--- src/rtl/fifo_rd_burst_packer.sv ---
// Read-side burst framer: pops show-ahead FIFO words into sop/eop/len packets on a valid/ready stream.
// Optional partial-burst flush on idle timeout is enabled by defining BURST_TIMEOUT_EN.
module fifo_rd_burst_packer #(
  parameter int WIDTH     = 8,
  parameter int DEPTH     = 8,
  parameter int BURST_LEN = 16,
  parameter int TIMEOUT   = 64
) (
  input  logic             i_clk,
  input  logic             i_rst,
  input  logic             i_fifo_empty,
  input  logic [DEPTH:0]   i_fifo_depth,
  input  logic [WIDTH-1:0] i_fifo_data,
  output logic             o_fifo_rd_en,
  output logic             o_valid,
  input  logic             i_ready,
  output logic [WIDTH-1:0] o_data,
  output logic             o_sop,
  output logic             o_eop,
  output logic [DEPTH:0]   o_len,
  output logic             o_busy,
  output logic             o_dbg_state
);

  // Stream handshake: a beat transfers on a rising edge where o_valid & i_ready;
  // while o_valid & !i_ready every o_* beat field holds its value.

  typedef enum logic {S_IDLE = 1'b0, S_BURST = 1'b1} state_t;

  typedef struct packed {
    logic [WIDTH-1:0] data;
    logic             sop;
    logic             eop;
    logic [DEPTH:0]   len;
  } beat_t;

  localparam logic [DEPTH:0] BURST_LEN_W = (DEPTH+1)'(BURST_LEN);
  localparam logic [DEPTH:0] ONE_W       = (DEPTH+1)'(1);

  if (BURST_LEN < 1 || BURST_LEN > (1 << DEPTH) || TIMEOUT < 1) begin : g_param_check
    $error("fifo_rd_burst_packer: BURST_LEN or TIMEOUT out of range");
  end

  state_t         state_q, state_d;
  logic [DEPTH:0] len_q, len_d;
  logic [DEPTH:0] rem_q, rem_d;
  beat_t          skid_q [2];
  beat_t          skid_d [2];
  logic [1:0]     cnt_q, cnt_d;
  logic           push;
  logic           pop_out;
  logic           wr_idx;
  logic           start_full;
  logic           start_partial;

  assign start_full = (i_fifo_depth >= BURST_LEN_W);

`ifdef BURST_TIMEOUT_EN
  localparam int            TW       = $clog2(TIMEOUT + 1);
  localparam logic [TW-1:0] TMO_LAST = TW'(TIMEOUT - 1);

  logic [TW-1:0] tmo_q, tmo_d;

  always_comb begin
    tmo_d = tmo_q;
    if (state_q != S_IDLE || i_fifo_depth == '0 || start_full) begin
      tmo_d = '0;
    end else if (tmo_q != TMO_LAST) begin
      tmo_d = tmo_q + 1'b1;
    end
  end

  assign start_partial = (tmo_q == TMO_LAST) && (i_fifo_depth != '0);

  always_ff @(posedge i_clk) begin
    if (i_rst) tmo_q <= '0;
    else       tmo_q <= tmo_d;
  end
`else
  assign start_partial = 1'b0;
`endif

  // Pop permission depends only on registered state, never on i_ready.
  assign o_fifo_rd_en = (state_q == S_BURST) && !i_fifo_empty && (cnt_q < 2'd2);
  assign push         = o_fifo_rd_en;
  assign o_valid      = (cnt_q != 2'd0);
  assign pop_out      = o_valid && i_ready;

  always_comb begin
    state_d = state_q;
    len_d   = len_q;
    rem_d   = rem_q;
    case (state_q)
      S_IDLE: begin
        if (start_full) begin
          len_d   = BURST_LEN_W;
          rem_d   = BURST_LEN_W;
          state_d = S_BURST;
        end else if (start_partial) begin
          len_d   = i_fifo_depth;
          rem_d   = i_fifo_depth;
          state_d = S_BURST;
        end
      end
      S_BURST: begin
        if (push) begin
          rem_d = rem_q - ONE_W;
          if (rem_q == ONE_W) state_d = S_IDLE;
        end
      end
      default: state_d = S_IDLE;
    endcase
  end

  // Entry 0 is the head; a write lands just above whatever survives this cycle's drain.
  assign wr_idx = cnt_q[0] ^ pop_out;

  always_comb begin
    skid_d = skid_q;
    cnt_d  = cnt_q + {1'b0, push} - {1'b0, pop_out};
    if (pop_out) skid_d[0] = skid_q[1];
    if (push) begin
      skid_d[wr_idx] = '{data: i_fifo_data,
                         sop:  (rem_q == len_q),
                         eop:  (rem_q == ONE_W),
                         len:  len_q};
    end
  end

  always_ff @(posedge i_clk) begin
    if (i_rst) begin
      state_q   <= S_IDLE;
      len_q     <= '0;
      rem_q     <= '0;
      cnt_q     <= '0;
      skid_q[0] <= '0;
      skid_q[1] <= '0;
    end else begin
      state_q   <= state_d;
      len_q     <= len_d;
      rem_q     <= rem_d;
      cnt_q     <= cnt_d;
      skid_q[0] <= skid_d[0];
      skid_q[1] <= skid_d[1];
    end
  end

  assign o_data      = skid_q[0].data;
  assign o_sop       = skid_q[0].sop;
  assign o_eop       = skid_q[0].eop;
  assign o_len       = skid_q[0].len;
  assign o_busy      = (state_q != S_IDLE) || (cnt_q != 2'd0);
  assign o_dbg_state = state_q;

endmodule

--- config.mk ---
export PLATFORM = sky130hd
export DESIGN_NAME = fifo_rd_burst_packer
export DESIGN_NICKNAME = d
export VERILOG_FILES = /design/src/rtl/fifo_rd_burst_packer.sv
export SDC_FILE = /design/constraint.sdc
export NUM_CORES = 1
export LEC_CHECK = 0
export BUFFER_PORTS_ARGS = -buffer_cell sky130_fd_sc_hd__buf_2
export CAP_MARGIN = 30
export CORE_MARGIN = 5
export CORE_UTILIZATION = 54
export CTS_CLUSTER_DIAMETER = 40
export DETAILED_ROUTE_END_ITERATION = 8
export PLACE_DENSITY = 0.81
export SLEW_MARGIN = 20
export SYNTH_ARGS = -nofsm -noshare
export SYNTH_HDL_FRONTEND = slang
export SYNTH_SLANG_ARGS = --single-unit
--- constraint.sdc ---
create_clock -name i_clk -period 2.9 [get_ports i_clk]
set_clock_uncertainty 0.15 [all_clocks]
set_input_delay 0.29 -clock i_clk [delete_from_list [all_inputs] [get_ports i_clk]]
set_output_delay 0.29 -clock i_clk [all_outputs]
set_load 0.05 [all_outputs]
==> results.cfg, run 1 <==
[sta]
slew_headroom = 0.4736
tightest_slew_ps = 786.7
finalMaxSlewViolations = 0
setup-tns-final_ps = 0
whs_ps = 47.31
fmax_mhz = 412.1
fin_crit_ps = 2427
setup_violations = 0
hold_viol_final = 0
fin_crit_sh = 0.8368
rsz0062_at_grt = false

[finish]
n_antenna_cell = 0
layout.cells.non_filler = 310
synthToLayoutAreaGrowth_pct = 9.240
layout-drive-gt1-share = 0.2269
fin_nets = 285
num-fill-cells = 346

[yosys]
yosysTopAreaCellShare = 0.4626
synth_edf_count = 0
synth.area.top_cells = dfxtp_1 (46%), mux2i_1 (9.5%), buf_4 (5.8%)
synthArstFlopShare = 0
netlist_top_cells_count = dfxtp_1 (51), nor2_1 (24), mux2i_1 (21)
yosysUniqueCellTypes = 38
synth_flop_cell = dfxtp_1
syn_nets = 262
avgSynthCellArea_sq_um = 9.352
syn_area_sq_um = 2207
yosysMostFrequentCell = dfxtp_1
ys_seq_area_frac = 0.4626
synthCells = 236
ys_ff_latch = 51
synth_area_leader_cell = dfxtp_1
yosysWarnings = 0

[routing]
drt_iter0_markers = 41
viasPerCell = 5.129
drc = 0
wl_per_cell_um = 12.74
wl_um = 3948
antenna_left = 0
vias = 1590
firstDrtPassIters = 4

[power_and_ir_drop]
peakVddDrop_uv = 335.4
power_frac_seq = 0.441
p_clk_frac = 0.206
internal-power_uw = 1173
sw_frac_of_total = 0.3754
p_leak_uw = 0.001056
power_density_nw_per_um2 = 778.7
switchingPower_uw = 704.8
p_comb_frac = 0.352

[global_routing]
grt_max_degree = 25
grt_pass1_wl_um = 6658
grt_pass1_vias = 1470
grtUsageTotal = 0.1585
antenna_found_initial = 0
grt_overflow = 0

[outcome]
status = finished clean

[floorplan]
start_util = 0.5558
dieArea_sq_um = 5466
die_x_um = 73.93
ios = 44
rows = 23
die_y_um = 73.93
core_sq_um = 3971

[critical_path]
cp.required_ps = 2920
crit_path_start_kind = register
crit_type = register to register
path_cells = o21ai_2 > clkinv_1 > ha_1 > inv_1 > ha_1 > buf_4 > mux2i_1 > nor2_1
cp.arrival_ps = 2450
path_delay_family = adder cells
critPathMaxFanout = 9
slowest_delay_ps = 390
worst_setup_path_end_kind = register
path_buf_inv = 3
path_common_cell = ha_1
crit_slowest_cell = dfxtp_1

[clock_network]
cts_setup_buffers = 0
clkLatencyLatePin_ps = 300
clkSinkCount = 51
h-tree-depth = 2
numCtsBuffers = 5
clock_path_buffers = 2
ctsHoldBuffers = 0
cts_resized = 0
path_clk_slew_ps = 90
cts_tree = yes
cts.root.buffer_cell = clkbuf_8

[placement]
hpwl_um = 2884
dpl.cell_count = 302
routabilityCongestion = 0.7958
numPortBuffers = 39

[min_path]
hold_path_class = primary input to register

[run]
drv_cap = 0
[final cells by class]
cell class,count,area (sq um),share of cell area
sequential,51,1021,0.4235
tap,50,62.56,0.02595
timing repair buffer,43,225.2,0.09341
inverter,7,26.28,0.01090
multi-input combinational,151,991.0,0.4110
clock inverter,2,12.51,0.005189
clock buffer,6,72.57,0.03010
[path summary, 6_finish.rpt]
| path | from | to | slack (ps) | depth (start not counted) |
|---|---|---|---|---|
| max | cnt_q[1]$_SDFF_PP0_ | register | 470 | 8 |
| min | i_fifo_data[0] | o_data[0]$_SDFF_PP0_ | 50 | 2 |
| max reg2reg | cnt_q[1]$_SDFF_PP0_ | register | 470 | 8 |
| min reg2reg | skid_q[0]$_SDFFE_PP0P_ | o_len[0]$_SDFF_PP0_ | 300 | 2 |
[layer usage]
| metal | up-vias | track usage | wire, um |
|---|---|---|---|
| met3 | 4 | 0.04595 | 203 |
| met5 | - | 0 | 0 |
| li1 | 836 | - | - |
| met1 | 715 | 0.2007 | 1828 |
| met2 | 35 | 0.2530 | 1863 |
| met4 | 0 | 0.06640 | 53 |
[logic make-up after synthesis]
kind of cell	synth area share
muxes	0.09524
adders and majority gates	0.02834
and+or+nand+nor	0.1723
DFF	0.4626
buffers and inverters	0.09013
xor gates and xnor gates	0.01984
AOI/OAI and AO/OA	0.1315
[worst register-to-register path: cells and delay by family, from the launching register on]
| kind | cells | cell delay [ps] |
|---|---|---|
| DFF | 1 | 390 |
| adders and majority gates | 2 | 720 |
| muxes | 1 | 230 |
| buffers and inverters | 3 | 570 |
| and+or+nand+nor | 1 | 60 |
| AOI/OAI and AO/OA | 1 | 180 |
[metrics by stage]
stage          setup slack, ps  total power [uW]  utilization  instance area (sq um)
5_1_grt                  262.1              2000       0.6071                   2411
6_report                 473.2              1877       0.6071                   2411
4_1_cts                  438.7              1900       0.6071                   2411
3_5_place_dp             491.9              1512       0.5857                   2326
2_1_floorplan            361.5              1386            -                   2207
3_3_place_gp             536.7              1495       0.5857                   2326
[power by group through the flow]
stage / registers, uW / logic (uW) / clock network (uW)
detailed placement: 845 / 667 / 0
floorplan: 838 / 548 / 0
global placement: 841 / 654 / 0
global route: 840 / 731 / 429
finish: 829 / 661 / 387
CTS: 829 / 669 / 401
[cells in the final DEF, fill, tap and decap left out]
cell and count:
a211oi_1 3, a21o_1 1, a21oi_1 19, a31o_2 1, a41o_1 1, and2_1 8, and4b_1 1, buf_2 39
buf_4 4, clkbuf_1 1, clkbuf_8 5, clkinv_1 1, clkinv_2 1, clkinvlp_4 1, dfxtp_1 51, ha_1 5
inv_1 6, mux2i_1 21, nand2_1 20, nand2b_1 2, nand3_1 1, nand4_1 1, nor2_1 24, nor2b_1 4
nor3_1 4, nor3b_1 1, nor4_1 1, o211ai_2 1, o21a_1 1, o21ai_0 2, o21ai_2 2, o2bb2ai_1 10
o31ai_1 2, or2_2 2, or3_1 3, or3_2 2, or4_1 2, or4_4 1, xnor2_1 2, xor2_1 3
Note: power is estimated with default switching activity, not from simulation.
==> run 2, diff against run 1 <==
--- a/config.mk
+++ b/config.mk
@@ -8,10 +8,10 @@
 export BUFFER_PORTS_ARGS = -buffer_cell sky130_fd_sc_hd__buf_2
 export CAP_MARGIN = 30
 export CORE_MARGIN = 5
-export CORE_UTILIZATION = 54
+export CORE_UTILIZATION = 49
 export CTS_CLUSTER_DIAMETER = 40
 export DETAILED_ROUTE_END_ITERATION = 8
-export PLACE_DENSITY = 0.81
+export PLACE_DENSITY = 0.78
 export SLEW_MARGIN = 20
 export SYNTH_ARGS = -nofsm -noshare
 export SYNTH_HDL_FRONTEND = slang
==> constraint.sdc (replaced) <==
create_clock -name i_clk -period 2.1 [get_ports i_clk]
set_clock_uncertainty 0.15 [all_clocks]
set_input_delay 0.21 -clock i_clk [delete_from_list [all_inputs] [get_ports i_clk]]
set_output_delay 0.21 -clock i_clk [all_outputs]
set_load 0.05 [all_outputs]
==> run 2 against run 1 <==
Effect of this change:
- first-iteration DRC count grew 110%
- sequential share of layout area shrank 2.5 points
- via count grew 5.2%
- total power grew 48%
- register-to-register slack lost 350 ps
- final area grew 6.4%
- maximum frequency grew 23%
- combinational power grew 53%
- count of clock-buffer cells in the layout shrank 1
- setup slack lost 350 ps
==> results.cfg, run 2 (synthesis results as in run 1) <==
[finish]
synthToLayoutAreaGrowth_pct = 16.27
fin_nets = 297
n_antenna_cell = 0
mostFrequentLayoutCells = dfxtp_1 (50), buf_2 (39), nor2_1 (24), mux2i_1 (21), nand2_1 (20)
num-fill-cells = 402
layout-drive-gt1-share = 0.2435
final_common_cell = dfxtp_1

[floorplan]
ios = 44
core_sq_um = 4354
start_util = 0.5069
die_y_um = 77.12
dieArea_sq_um = 5947
die_x_um = 77.12
rows = 24

[power_and_ir_drop]
internal-power_uw = 1785
sw_frac_of_total = 0.3585
power_density_nw_per_um2 = 1084
p_comb_frac = 0.362
p_leak_uw = 0.001123
p_clk_frac = 0.232
power_frac_seq = 0.406
peakVddDrop_uv = 479.6
switchingPower_uw = 997.5

[run]
drv_cap = 0

[global_routing]
grtUsageTotal = 0.1523
grt_pass1_vias = 1613
grt_pass1_wl_um = 7417
antenna_found_initial = 0
grt_overflow = 0
grt_max_degree = 23

[critical_path]
critPathMaxFanout = 13
crit_start = cnt_q[1]$_SDFF_PP0_
path_depth = 8
crit_type = register to register
crit_slowest_cell = dfxtp_1
path_delay_family = adder cells
path_cells = o21ai_2 > clkinv_4 > ha_1 > inv_1 > ha_2 > buf_12 > mux2i_1 > nor2_1
crit_path_start_kind = register
cp.required_ps = 2130
path_buf_inv = 3
slowest_delay_ps = 330
worst_setup_path_end_kind = register
reg2reg_setup_slack_ps = 130
ff2ff_path_depth = 8
r2r_start = cnt_q[1]$_SDFF_PP0_
cp.arrival_ps = 2010

[routing]
firstDrtPassIters = 4
vias = 1672
drc = 0
wl_per_cell_um = 13.22
drt_iter0_markers = 88
viasPerCell = 5.176
wl_um = 4270
antenna_left = 0

[clock_network]
cts.root.buffer_cell = clkbuf_8
cts_setup_buffers = 0
clock_path_buffers = 2
clkLatencyLatePin_ps = 300
cts_tree = yes
numCtsBuffers = 5
path_clk_slew_ps = 90
h-tree-depth = 2
clkSinkCount = 51

[outcome]
status = finished clean

[sta]
hold_viol_final = 0
fmax_mhz = 507.1
whs_ps = 186.1
tightest_slew_ps = 490.2
fin_crit_ps = 1972
slew_headroom = 0.6732
fin_crit_sh = 0.9391
rsz0062_at_grt = false
setup-tns-final_ps = 0
setup_violations = 0
finalMaxSlewViolations = 0

[placement]
hpwl_um = 3071
routabilityCongestion = 0.7420
numPortBuffers = 39

[min_path]
hold_path_class = primary input to register
## run 2: worst min path at each step
stage,start,end,depth (start not counted)
after floorplan,i_fifo_data[0],o_data[0]$_SDFF_PP0_,1
after global routing,i_ready,o_len[0]$_SDFF_PP0_,5
after detailed placement,i_fifo_data[1],o_data[1]$_SDFF_PP0_,2
after CTS,i_ready,o_len[3]$_SDFF_PP0_,5
final,i_ready,o_len[3]$_SDFF_PP0_,5
after global placement,i_fifo_data[3],o_data[3]$_SDFF_PP0_,2
## run 2: what timing repair did
action	4_1_cts	5_1_grt
resized for setup	0	1
setup endpoints to repair	0	5
hold buffers	8	0
endpoints found under the hold margin	8	0
## run 2: area by class of cell
class,instances,area (sq um),share of cell area
flip-flops and latches,51,1022,0.3983
multi-input cells,151,993.5,0.3871
repair buffers,55,347.8,0.1355
clock buffers,5,68.82,0.02682
well taps,52,65.06,0.02535
clock inverters,2,37.54,0.01463
inverters,7,31.28,0.01219
## run 2: worst reg2reg max path, delay by kind of cell, from the launching register on
family / cells / cell delay (ps)
buf+inv: 3 / 370
mux: 1 / 220
flops: 1 / 330
fa+ha+maj: 2 / 530
simple gates: 1 / 60
compound gates: 1 / 210
## run 2: through the flow
step                      cells  total power (uW)  instance area, sq um  worst slack [ps]    util
after floorplan             236              1950                  2233             22.86       -
after global placement      308              2117                  2377             205.7  0.5460
after detailed placement    308              2147                  2377             128.3  0.5460
after CTS                   323              2812                  2564             101.9  0.5888
after global routing        323              2954                  2566             14.91  0.5894
final                       323              2782                  2566             127.9  0.5894
## run 2: power groups by stage
stage / combinational [uW] / sequential (uW) / clock [uW]
global placement: 969 / 1150 / 0
floorplan: 789 / 1160 / 0
finish: 1010 / 1130 / 645
detailed placement: 995 / 1150 / 0
CTS: 1010 / 1130 / 671
global route: 1100 / 1140 / 713
## run 2: metal layers
metal | track usage | up-vias | routed length, um
met5 | 0 | - | 0
met4 | 0.04639 | 0 | 33
met3 | 0.04567 | 4 | 264
met2 | 0.2487 | 37 | 2044
met1 | 0.1926 | 766 | 1928
li1 | - | 865 | -
==> run 3, diff against run 2 <==
--- a/config.mk
+++ b/config.mk
@@ -5,6 +5,7 @@
 export SDC_FILE = /design/constraint.sdc
 export NUM_CORES = 1
 export LEC_CHECK = 0
+export ABC_AREA = 1
 export BUFFER_PORTS_ARGS = -buffer_cell sky130_fd_sc_hd__buf_2
 export CAP_MARGIN = 30
 export CORE_MARGIN = 5
==> run 3 against run 2 <==
Effect of this change:
- core utilization fell by 0.74 points
- register-to-register slack improved by 70 ps
- largest cell class unchanged
- largest power group is now combinational logic
- total power rose by 16%
==> results.cfg, run 3 <==
[clock_network]
numCtsBuffers = 5
clock_path_buffers = 2
path_clk_slew_ps = 90
clkSinkCount = 51
clkLatencyLatePin_ps = 310
cts_tree = yes
cts_setup_buffers = 0
h-tree-depth = 2
cts.root.buffer_cell = clkbuf_8

[critical_path]
cp.required_ps = 2190
crit_type = register to register
worst_setup_path_end_kind = register
cp.arrival_ps = 1990
slowest_delay_ps = 340
path_cells = inv_2 > nand2_4 > nand2_1 > inv_1 > ha_1 > inv_1 > buf_4 > nor2_4 > nand2_1 > o22ai_1
ff2ff_path_depth = 10
crit_slowest_cell = dfxtp_1
critPathMaxFanout = 9
crit_path_start_kind = register

[yosys]
avgSynthCellArea_sq_um = 7.595
yosysTopAreaCellShare = 0.4481
synth.area.top_cells = dfxtp_1 (45%), nor2_1 (9.1%), nand2_1 (7.6%)
synth_area_leader_cell = dfxtp_1
syn_nets = 326
ys_ff_latch = 51
ys_seq_area_frac = 0.4481
synth_edf_count = 0
yosysMostFrequentCell = nor2_1
yosysUniqueCellTypes = 27
netlist_top_cells_count = nor2_1 (55), dfxtp_1 (51), nand2_1 (46)
synth_flop_cell = dfxtp_1
yosysWarnings = 0
syn_area_sq_um = 2278
synthArstFlopShare = 0
synthCells = 300

[routing]
viasPerCell = 5.062
wl_per_cell_um = 12.27
vias = 1954
antenna_left = 0
wl_um = 4738
drt_iter0_markers = 72
drc = 0
firstDrtPassIters = 4

[placement]
dpl.cell_count = 371
hpwl_um = 3323
numPortBuffers = 39
routabilityCongestion = 0.8664
dp_slack_ps = 253.4

[power_and_ir_drop]
peakVddDrop_uv = 549.6
p_leak_uw = 0.001187
power_density_nw_per_um2 = 1251

[global_routing]
grtUsageTotal = 0.1617
grt_pass1_vias = 1883
grt_max_degree = 22
grt_overflow = 0
antenna_found_initial = 0
grt_pass1_wl_um = 7969

[min_path]
hold_path_class = primary input to register
holdPathStages = 3

[finish]
n_antenna_cell = 0
fin_nets = 359
layout.cells.non_filler = 386
synthToLayoutAreaGrowth_pct = 13.51
mostFrequentLayoutCells = nor2_1 (55), dfxtp_1 (50), nand2_1 (45), buf_2 (39), inv_1 (25)
num-fill-cells = 413
final_common_cell = nor2_1
layout-drive-gt1-share = 0.2036

[floorplan]
die_y_um = 78.19
ios = 44
start_util = 0.5127
rows = 24
dieArea_sq_um = 6114
core_sq_um = 4444
die_x_um = 78.19

[sta]
setup_violations = 0
hold_viol_final = 0
fin_crit_sh = 0.9046
finalMaxSlewViolations = 0
slew_headroom = 0.6450
fmax_mhz = 526.4
setup_slack_ps = 200.4
tightest_slew_ps = 530.6
setup-tns-final_ps = 0
fin_crit_ps = 1900
rsz0062_at_grt = false

[outcome]
status = finished clean

[run]
drv_cap = 0
[run 3: critical path: cells and delay by family, from the launching register on]
family	cells	cell delay, ps
adder cells (fa/ha/maj)	1	280
buffers and inverters	4	380
AO/OA/AOI/OAI	1	170
flip-flops	1	340
AND/OR/NAND/NOR	4	510
[run 3: path summary, 6_finish.rpt]
kind,startpoint,endpoint,slack [ps]
worst max-delay path,cnt_q[1]$_SDFF_PP0_,o_eop$_SDFF_PP0_,200
worst min-delay path,i_fifo_data[4],o_data[4]$_SDFF_PP0_,20
worst max register to register,cnt_q[1]$_SDFF_PP0_,o_eop$_SDFF_PP0_,200
worst min register to register,skid_q[8]$_SDFFE_PP0P_,skid_q[8]$_SDFFE_PP0P_,290
[run 3: kinds of logic (layout without fill, tap and decap cells)]
group                      after synthesis  count (layout)  share of synthesized area
and+or+nand+nor                        133             133                     0.2543
buffers and inverters                   55              89                     0.1274
AOI/OAI and AO/OA                       54              54                     0.1351
DFF                                     51              51                     0.4481
adders and majority gates                5               5                    0.02746
xor gates and xnor gates                 2               2                   0.007689
[run 3: power by group]
| part | total [uW] | leakage, uW | internal (uW) | switching (uW) |
|---|---|---|---|---|
| clock network | 587 | 0.0000484 | 270 | 317 |
| logic | 1420 | 0.000723 | 422 | 998 |
| registers | 1230 | 0.000416 | 1140 | 92.0 |
| total | 3240 | 0.00119 | 1830 | 1410 |
[run 3: area by class of cell]
cell class | count | area, sq um | share of cell area
repair buffers | 54 | 325.3 | 0.1258
inverters | 27 | 101.3 | 0.03919
flip-flops and latches | 51 | 1022 | 0.3953
clock inverters | 1 | 8.758 | 0.003387
clock buffers | 7 | 86.33 | 0.03338
multi-input cells | 194 | 977.2 | 0.3778
well taps | 52 | 65.06 | 0.02516
[run 3: per-stage QoR]
| stage | hold slack [ps] | utilization | total power (uW) | cell area [sq um] |
|---|---|---|---|---|
| floorplan | 194.9 | - | 2424 | 2291 |
| global placement | 279.9 | 0.5448 | 2621 | 2421 |
| detailed placement | 281.9 | 0.5448 | 2660 | 2421 |
| CTS | 5.716 | 0.5819 | 3258 | 2586 |
| global route | 2.979 | 0.5819 | 3451 | 2586 |
| finish | 15.34 | 0.5819 | 3236 | 2586 |
[run 3: what timing repair did]
action	in CTS	in global routing
hold endpoints to repair	11	0
hold buffers	7	0
resized for setup	0	0
[run 3: metal layers]
layer | GRT usage | part of all wire | routed length, um | vias up
met5 | 0 | 0 | 0 | -
li1 | - | - | - | 1020
met4 | 0.09965 | 0.019 | 91 | 0
met2 | 0.2757 | 0.46 | 2192 | 53
met1 | 0.1837 | 0.46 | 2183 | 869
met3 | 0.03661 | 0.057 | 271 | 12
